$ cat src/rtl/riscv_pc_fetch.sv
// Program counter and instruction-fetch sequencer: one instruction in flight,
// req/ack fetch, next-PC selection for branch/JAL/JALR, misalignment trap, retire counter.
module riscv_pc_fetch #(
  parameter logic [31:0] RESET_ADDR = 32'h0000_0000
) (
  input  logic        clk_i,
  input  logic        rst_i,
  output logic        imem_req_o,
  output logic [31:0] imem_addr_o,
  input  logic        imem_ack_i,
  input  logic [31:0] imem_rdata_i,
  output logic [31:0] instr_o,
  output logic        instr_valid_o,
  output logic [31:0] pc_o,
  output logic [31:0] link_o,
  input  logic        exec_done_i,
  input  logic        stall_i,
  input  logic        branch_i,
  input  logic        alu_flag_i,
  input  logic        jal_i,
  input  logic        jalr_i,
  input  logic [31:0] imm_i,
  input  logic [31:0] rs1_i,
  output logic        trap_o,
  output logic [31:0] bad_addr_o,
  output logic [31:0] instret_o
);

  localparam logic [31:0] NOP = 32'h0000_0013;

  typedef enum logic [1:0] {IDLE, REQ, HOLD, TRAP} state_t;

  state_t      state_reg, state_next;
  logic [31:0] pc_reg, pc_next;
  logic [31:0] instr_reg, instr_next;
  logic [31:0] bad_addr_reg, bad_addr_next;
  logic [31:0] instret_reg, instret_next;
  logic [31:0] jalr_sum;
  logic [31:0] target;
  logic        retire;

  // Next-PC selection; JALR has highest priority and drops bit 0 of its sum.
  always_comb begin
    jalr_sum = rs1_i + imm_i;
    target   = pc_reg + 32'd4;
    if (jalr_i) begin
      target = jalr_sum & ~32'h1;
    end else if (jal_i || (branch_i && alu_flag_i)) begin
      target = pc_reg + imm_i;
    end
  end

  assign retire = (state_reg == HOLD) && exec_done_i && !stall_i;

  always_comb begin
    state_next    = state_reg;
    pc_next       = pc_reg;
    instr_next    = instr_reg;
    bad_addr_next = bad_addr_reg;
    instret_next  = instret_reg;
    case (state_reg)
      IDLE: state_next = REQ;
      REQ: begin
        if (imem_ack_i) begin
          instr_next = imem_rdata_i;
          state_next = HOLD;
        end
      end
      HOLD: begin
        if (retire) begin
          instret_next = instret_reg + 32'd1;
          // Without compressed instructions, bit 1 of a target must be clear.
          if (target[1]) begin
            bad_addr_next = target;
            state_next    = TRAP;
          end else begin
            pc_next    = target;
            state_next = REQ;
          end
        end
      end
      TRAP: state_next = TRAP;
      default: state_next = IDLE;
    endcase
  end

  always_ff @(posedge clk_i or posedge rst_i) begin
    if (rst_i) begin
      state_reg    <= IDLE;
      pc_reg       <= RESET_ADDR;
      instr_reg    <= NOP;
      bad_addr_reg <= 32'h0;
      instret_reg  <= 32'h0;
    end else begin
      state_reg    <= state_next;
      pc_reg       <= pc_next;
      instr_reg    <= instr_next;
      bad_addr_reg <= bad_addr_next;
      instret_reg  <= instret_next;
    end
  end

  assign imem_req_o    = (state_reg == REQ);
  assign imem_addr_o   = pc_reg;
  assign instr_o       = instr_reg;
  assign instr_valid_o = (state_reg == HOLD);
  assign pc_o          = pc_reg;
  assign link_o        = pc_reg + 32'd4;
  assign trap_o        = (state_reg == TRAP);
  assign bad_addr_o    = bad_addr_reg;
  assign instret_o     = instret_reg;

endmodule

$ cat config.mk
export PLATFORM = sky130hd
export DESIGN_NAME = riscv_pc_fetch
export DESIGN_NICKNAME = d
export VERILOG_FILES = /design/src/rtl/riscv_pc_fetch.sv
export SDC_FILE = /design/constraint.sdc
export NUM_CORES = 1
export LEC_CHECK = 0
export ABC_CLOCK_PERIOD_IN_PS = 10700
export BUFFER_PORTS_ARGS = -buffer_cell sky130_fd_sc_hd__buf_2
export CORE_ASPECT_RATIO = 1.25
export CORE_UTILIZATION = 57
export CTS_CLUSTER_SIZE = 40
export DETAILED_ROUTE_END_ITERATION = 8
export GPL_ROUTABILITY_DRIVEN = 0
export PLACE_DENSITY = 0.87
export SYNTH_ARGS = -nofsm -noshare
export SYNTH_HDL_FRONTEND = slang
export SYNTH_SLANG_ARGS = --single-unit
$ cat constraint.sdc
create_clock -name clk_i -period 10.7 [get_ports clk_i]
set_clock_uncertainty 0.2 [all_clocks]
set_input_delay 0.535 -clock clk_i [delete_from_list [all_inputs] [get_ports clk_i]]
set_output_delay 0.535 -clock clk_i [all_outputs]
set_load 0.02 [all_outputs]
==> impl_metrics.yaml, run 1 <==
run_status:
  outcome: "completed"
sta:
  worst_pin_slew_ps: 1090
  tns_ps: 0
  grt_setup_unrepaired: "false"
  fin_ws_ps: 7140
  setup_viol: 0
  finalCriticalPeriod_ps: 3560
  final-hold-violation-count: 0
  slew_headroom_pct: 27.6
  post-route-period-util_pct: 33.3
  slew_viol_final: 0
  max_freq_mhz: 281
synthesis:
  synthesis.area_mm2: 0.0101
  synth_edf_count: 0
  synth_warnings: 0
  synth.yosys.seq_area_share_pct: 32.1
  syn_avg_cell_area_um2: 8.62
  synth-seq-cells: 129
  synth_ff_type: "dfrtp_1"
  async_flop_share_pct: 100
  ys_types: 89
  netlist_instances: 1168
pwr:
  internal_power_mw: 1.33
  p_clk_share_pct: 25.9
  combinationalPowerShare_pct: 44.3
  p_seq_share_pct: 29.8
  vdd_ir_drop_max_v: 0.000109
  power_density_mw_per_mm2: 191
  switching_power_mw: 0.963
  p_leak_nw: 6.11
  switching_share_pct: 42.0
final_layout:
  final_common_cell: "buf_2"
  drive_gt1_share_pct: 28.2
  final_cell_mix: "296 x buf_2, 158 x nand2_1, 126 x dfrtp_1"
  fin_cells: 1638
  area_growth_pct: 19.4
  diodes: 0
  fin_util_pct: 70.5
  fin_nets: 1575
worst_hold_path:
  hp-class: "in2async"
clocking:
  clockRootBuffer: "clkbuf_16"
  cts_tree: "built"
  worstSkewPairLatency_ps: 400
  hold_buffers: 0
  cts_sinks: 129
  clockBufferDepth: 2
  ctsResizeCount: 0
  cts_buffers: 17
  path_clk_slew_ps: 50
  postCtsSetupBuffers: 0
  h-tree-depth: 4
die:
  num_rows: 53
  dieArea_mm2: 0.0182
  core-area_mm2: 0.0170
  fp.dieH_um: 151
  io_pins: 300
  dieWidth_um: 121
  initial_utilization_pct: 59.1
route:
  drc_errors: 0
  vias_per_cell: 6.24
  firstDrtPassIters: 5
  wl_per_cell_um: 19.1
  initialDrtViolationCount: 942
  ant_nets: 0
  wl_um: 31300
  num_vias: 10200
placement:
  place_hpwl_um: 24300
  io_buffers: 296
  dp_cells: 1607
  pre_cts_ws_ps: 7270
setup_path:
  cp-start-kind: "flop"
  crit_fanout: 8
  arrival_ps: 2830
  worstPathRequired_ps: 9970
  rrSetupSlack_ps: 7490
  rr_worst_depth: 10
  worstSetupPathType: "reg2out"
  timing.rr.start: "imem_addr_o[0]"
  timing.rr.end: "bad_addr_o[28]"
  worstSetupEndpointType: "output pin"
grt:
  antenna_found_initial: 0
  grt_overflow: 0
  grt_pass1_vias: 9491
  grt_usage_pct: 34.0
  grt_start_max_net_pins: 91
  grt_pass1_wl_um: 48100
job:
  cap_violations: 0
-- how the worst max path moves through the flow --
stage	slack [ps]	from	to	cells past startpoint
floorplan	6530	rst_i	bad_addr_o[0]	1
global placement	7290	jalr_i	bad_addr_o[17]	11
detailed placement	7270	jalr_i	bad_addr_o[17]	11
CTS	7310	imem_addr_o[10]	link_o[29]	6
global route	6960	imem_addr_o[10]	link_o[29]	6
finish	7140	imem_addr_o[10]	link_o[29]	6
-- cells in the mapped netlist (11+ instances only) --
| cell | instances | area share (%) |
|---|---|---|
| xnor2_1 | 69 | 6.0 |
| o21bai_1 | 12 | 0.90 |
| ha_1 | 63 | 7.8 |
| and3_1 | 18 | 1.1 |
| a211oi_1 | 12 | 0.90 |
| inv_1 | 25 | 0.93 |
| nand3_1 | 39 | 1.9 |
| nand4_1 | 28 | 1.7 |
| o21ai_0 | 67 | 3.3 |
| nor2_1 | 65 | 2.4 |
| buf_2 | 11 | 0.55 |
| nand2_1 | 158 | 5.9 |
| a21oi_1 | 82 | 4.1 |
| and2_1 | 14 | 0.87 |
| a21o_1 | 27 | 2.0 |
| o211ai_1 | 14 | 1.0 |
| nor3_1 | 12 | 0.60 |
| mux2_2 | 38 | 4.3 |
| o21ai_1 | 29 | 1.4 |
| xor2_1 | 37 | 3.2 |
| buf_4 | 38 | 2.8 |
| dfrtp_1 | 126 | 31 |
| clkbuf_1 | 31 | 1.2 |
-- per-stage QoR --
step | area, um^2 | power (mW) | hold slack [ps]
global route | 12000 | 2.40 | 31.6
floorplan | 10100 | 1.38 | 314
detailed placement | 11400 | 1.68 | 261
finish | 12000 | 2.29 | 3.47
CTS | 12000 | 2.28 | 11.8
global placement | 11400 | 1.65 | 248
-- cell families after synthesis --
family          synth area share, %
other cells                  0.0373
compound gates                 21.7
simple gates                   17.9
fa+ha+maj                      8.03
mux                            5.15
xor+xnor                       9.22
flops                          32.1
buf+inv                        5.82
-- power by group through the flow --
stage / registers [mW] / logic, mW / clock network (mW)
final: 0.684 / 1.02 / 0.594
after global routing: 0.692 / 1.09 / 0.623
after CTS: 0.679 / 0.999 / 0.599
after detailed placement: 0.685 / 0.993 / 0
after global placement: 0.681 / 0.972 / 0
after floorplan: 0.755 / 0.627 / 0
-- worst max-delay path, cell delays in order, from the launching register on --
cell     delay (ps)
dfrtp_1         550
nand3_1         220
nor4_2          690
and2_1          340
nand4_1         140
xnor2_1         270
buf_2           220
-- metal layers --
metal	global-route usage [%]	share of wire [%]
met4	18.1	5.1
met2	57.1	47
met3	5.53	10
met1	41.7	38
met5	0	0
-- cell type report --
cell class                      instances  area [um^2]
Multi-Input combinational cell        929         6260
Clock inverter                         11          163
Inverter                               25         96.3
Clock buffer                           20          447
Tap cell                              220          275
Timing Repair Buffer                  304         1540
Fill cell                            1353         5030
Sequential cell                       129         3230
Power figures use the tool's default switching activity.
==> run 2, diff against run 1 <==
==> config.mk (replaced) <==
export PLATFORM = sky130hd
export DESIGN_NAME = riscv_pc_fetch
export DESIGN_NICKNAME = d
export VERILOG_FILES = /design/src/rtl/riscv_pc_fetch.sv
export SDC_FILE = /design/constraint.sdc
export NUM_CORES = 1
export LEC_CHECK = 0
export ABC_CLOCK_PERIOD_IN_PS = 3400
export BUFFER_PORTS_ARGS = -buffer_cell sky130_fd_sc_hd__buf_2
export CORE_ASPECT_RATIO = 1.25
export CORE_UTILIZATION = 53
export CTS_CLUSTER_SIZE = 40
export DETAILED_ROUTE_END_ITERATION = 8
export GPL_ROUTABILITY_DRIVEN = 0
export PLACE_DENSITY = 0.82
export SYNTH_ARGS = -nofsm -noshare
export SYNTH_HDL_FRONTEND = slang
export SYNTH_SLANG_ARGS = --single-unit
==> constraint.sdc (replaced) <==
create_clock -name clk_i -period 3.4 [get_ports clk_i]
set_clock_uncertainty 0.2 [all_clocks]
set_input_delay 0.17 -clock clk_i [delete_from_list [all_inputs] [get_ports clk_i]]
set_output_delay 0.17 -clock clk_i [all_outputs]
set_load 0.02 [all_outputs]
==> impl_metrics.yaml, run 2 (synthesis results as in run 1) <==
run_status:
  outcome: "complete, but fails checks"
  violations: "design-rule violations"
setup_path:
  worstPathRequired_ps: 3030
  worstSetupEndpointType: "output pin"
  cp-start-kind: "flop"
  worstSetupPathType: "reg2out"
  arrival_ps: 2960
  rrSetupSlack_ps: 190
  crit_slowest_cell: "nor4_2"
  crit_fanout: 8
  path_cells: "nand3_1, nor4_2, and2_1, nand4_1, xnor2_1, buf_2"
  crit_start: "imem_addr_o[10]"
  max_stage_delay_ps: 690
  timing.rr.start: "imem_addr_o[10]"
clocking:
  path_clk_slew_ps: 60
  clockRootBuffer: "clkbuf_16"
  postCtsSetupBuffers: 0
  cts_tree: "built"
  cts_buffers: 17
  worstSkewPairLatency_ps: 420
  clockBufferDepth: 2
  h-tree-depth: 4
  cts_sinks: 129
pwr:
  power_density_mw_per_mm2: 582
  p_leak_nw: 6.33
  p_total_mw: 7.28
  vdd_ir_drop_max_v: 0.000309
route:
  num_vias: 10300
  wl_per_cell_um: 19.6
  initialDrtViolationCount: 1144
  wl_um: 33300
  ant_nets: 0
  drc_errors: 28
  firstDrtPassIters: 8
  vias_per_cell: 6.07
sta:
  max_freq_mhz: 300
  grt_setup_unrepaired: "false"
  finalCriticalPeriod_ps: 3330
  slew_headroom_pct: 39.4
  final-hold-violation-count: 0
  tns_ps: 0
  setup_viol: 0
  slew_viol_final: 0
  worst_pin_slew_ps: 907
  post-route-period-util_pct: 98.1
grt:
  antenna_found_initial: 0
  grt_pass1_wl_um: 51200
  grt_overflow: 0
  grt_usage_pct: 33.8
  grt_pass1_vias: 9730
  grt_start_max_net_pins: 68
placement:
  placedInstanceArea_mm2: 0.0115
  io_buffers: 296
  place_hpwl_um: 25900
final_layout:
  drive_gt1_share_pct: 28.3
  area_growth_pct: 24.2
  diodes: 0
  fin_util_pct: 66.8
  final_cell_mix: "296 x buf_2, 158 x nand2_1, 126 x dfrtp_1"
  final_common_cell: "buf_2"
  finalInstanceArea_mm2: 0.0125
  fin_nets: 1625
  fill_cells: 1496
job:
  cap_violations: 0
die:
  dieWidth_um: 125
  io_pins: 300
  initial_utilization_pct: 53.8
  dieArea_mm2: 0.0195
  num_rows: 56
  core-area_mm2: 0.0187
  fp.dieH_um: 156
worst_hold_path:
  min_from: "rs1_i[31]"
  hp-class: "in2reg"
run 2: cell count changes in the layout (fill, tap and decap cells not counted), sizes merged:
cell         change
buf             +13
bufinv           -2
clkbuf           -1
clkinv           -2
clkinvlp         +1
dlygate4sd3     +37
inv              +5
run 2: path summary, 6_finish.rpt:
check | to | cells past startpoint
worst min register to register | bad_addr_o[1] | 1
worst max-delay path | link_o[31] | 6
worst min-delay path | imem_addr_o[31] | 5
max in group asynchronous | instr_o[4] | 4
min in group asynchronous | bad_addr_o[15] | 3
worst max register to register | imem_addr_o[25] | 9
run 2: layout make-up:
class	instances	area, um^2	share of cell area [%]
clock buffer	19	443	3.54
clock inverter	13	149	1.19
inverter	25	97.6	0.780
multi-input combinational	929	6260	50.0
sequential	129	3230	25.8
tap	232	290	2.32
timing repair buffer	354	2030	16.3
run 2: timing repair:
action | CTS | global route
hold buffers | 37 | 0
endpoints found under the setup margin | 0 | 0
hold endpoints to repair | 71 | 0
resized for setup | 0 | 0
run 2: power breakdown:
part	total (mW)	switching (mW)	internal [mW]
registers	2.10	0.302	1.80
logic	3.34	2.13	1.22
clock network	1.84	0.727	1.11
total	7.28	3.16	4.12
run 2: per-layer routing:
metal	routed length (um)	up-vias	GRT usage [%]	part of all wire, %
met3	3410	104	6.45	10
met2	15600	643	56.8	47
li1	-	4777	-	-
met1	12700	4803	41.6	38
met5	0	-	0	0
met4	1610	0	17.2	4.8
run 2: stage by stage:
step                hold slack (ps)  worst slack [ps]  instances
global route                    181              14.4       1701
CTS                             100               223       1701
detailed placement              192               334       1632
global placement                186               414       1632
floorplan                      64.8               595       1170
finish                          123              65.9       1701
run 2: critical path, delay by kind of cell, from the launching register on:
family        cells  cell delay [ps]
flops             1              600
xor+xnor          1              280
buf+inv           1              220
simple gates      4             1440
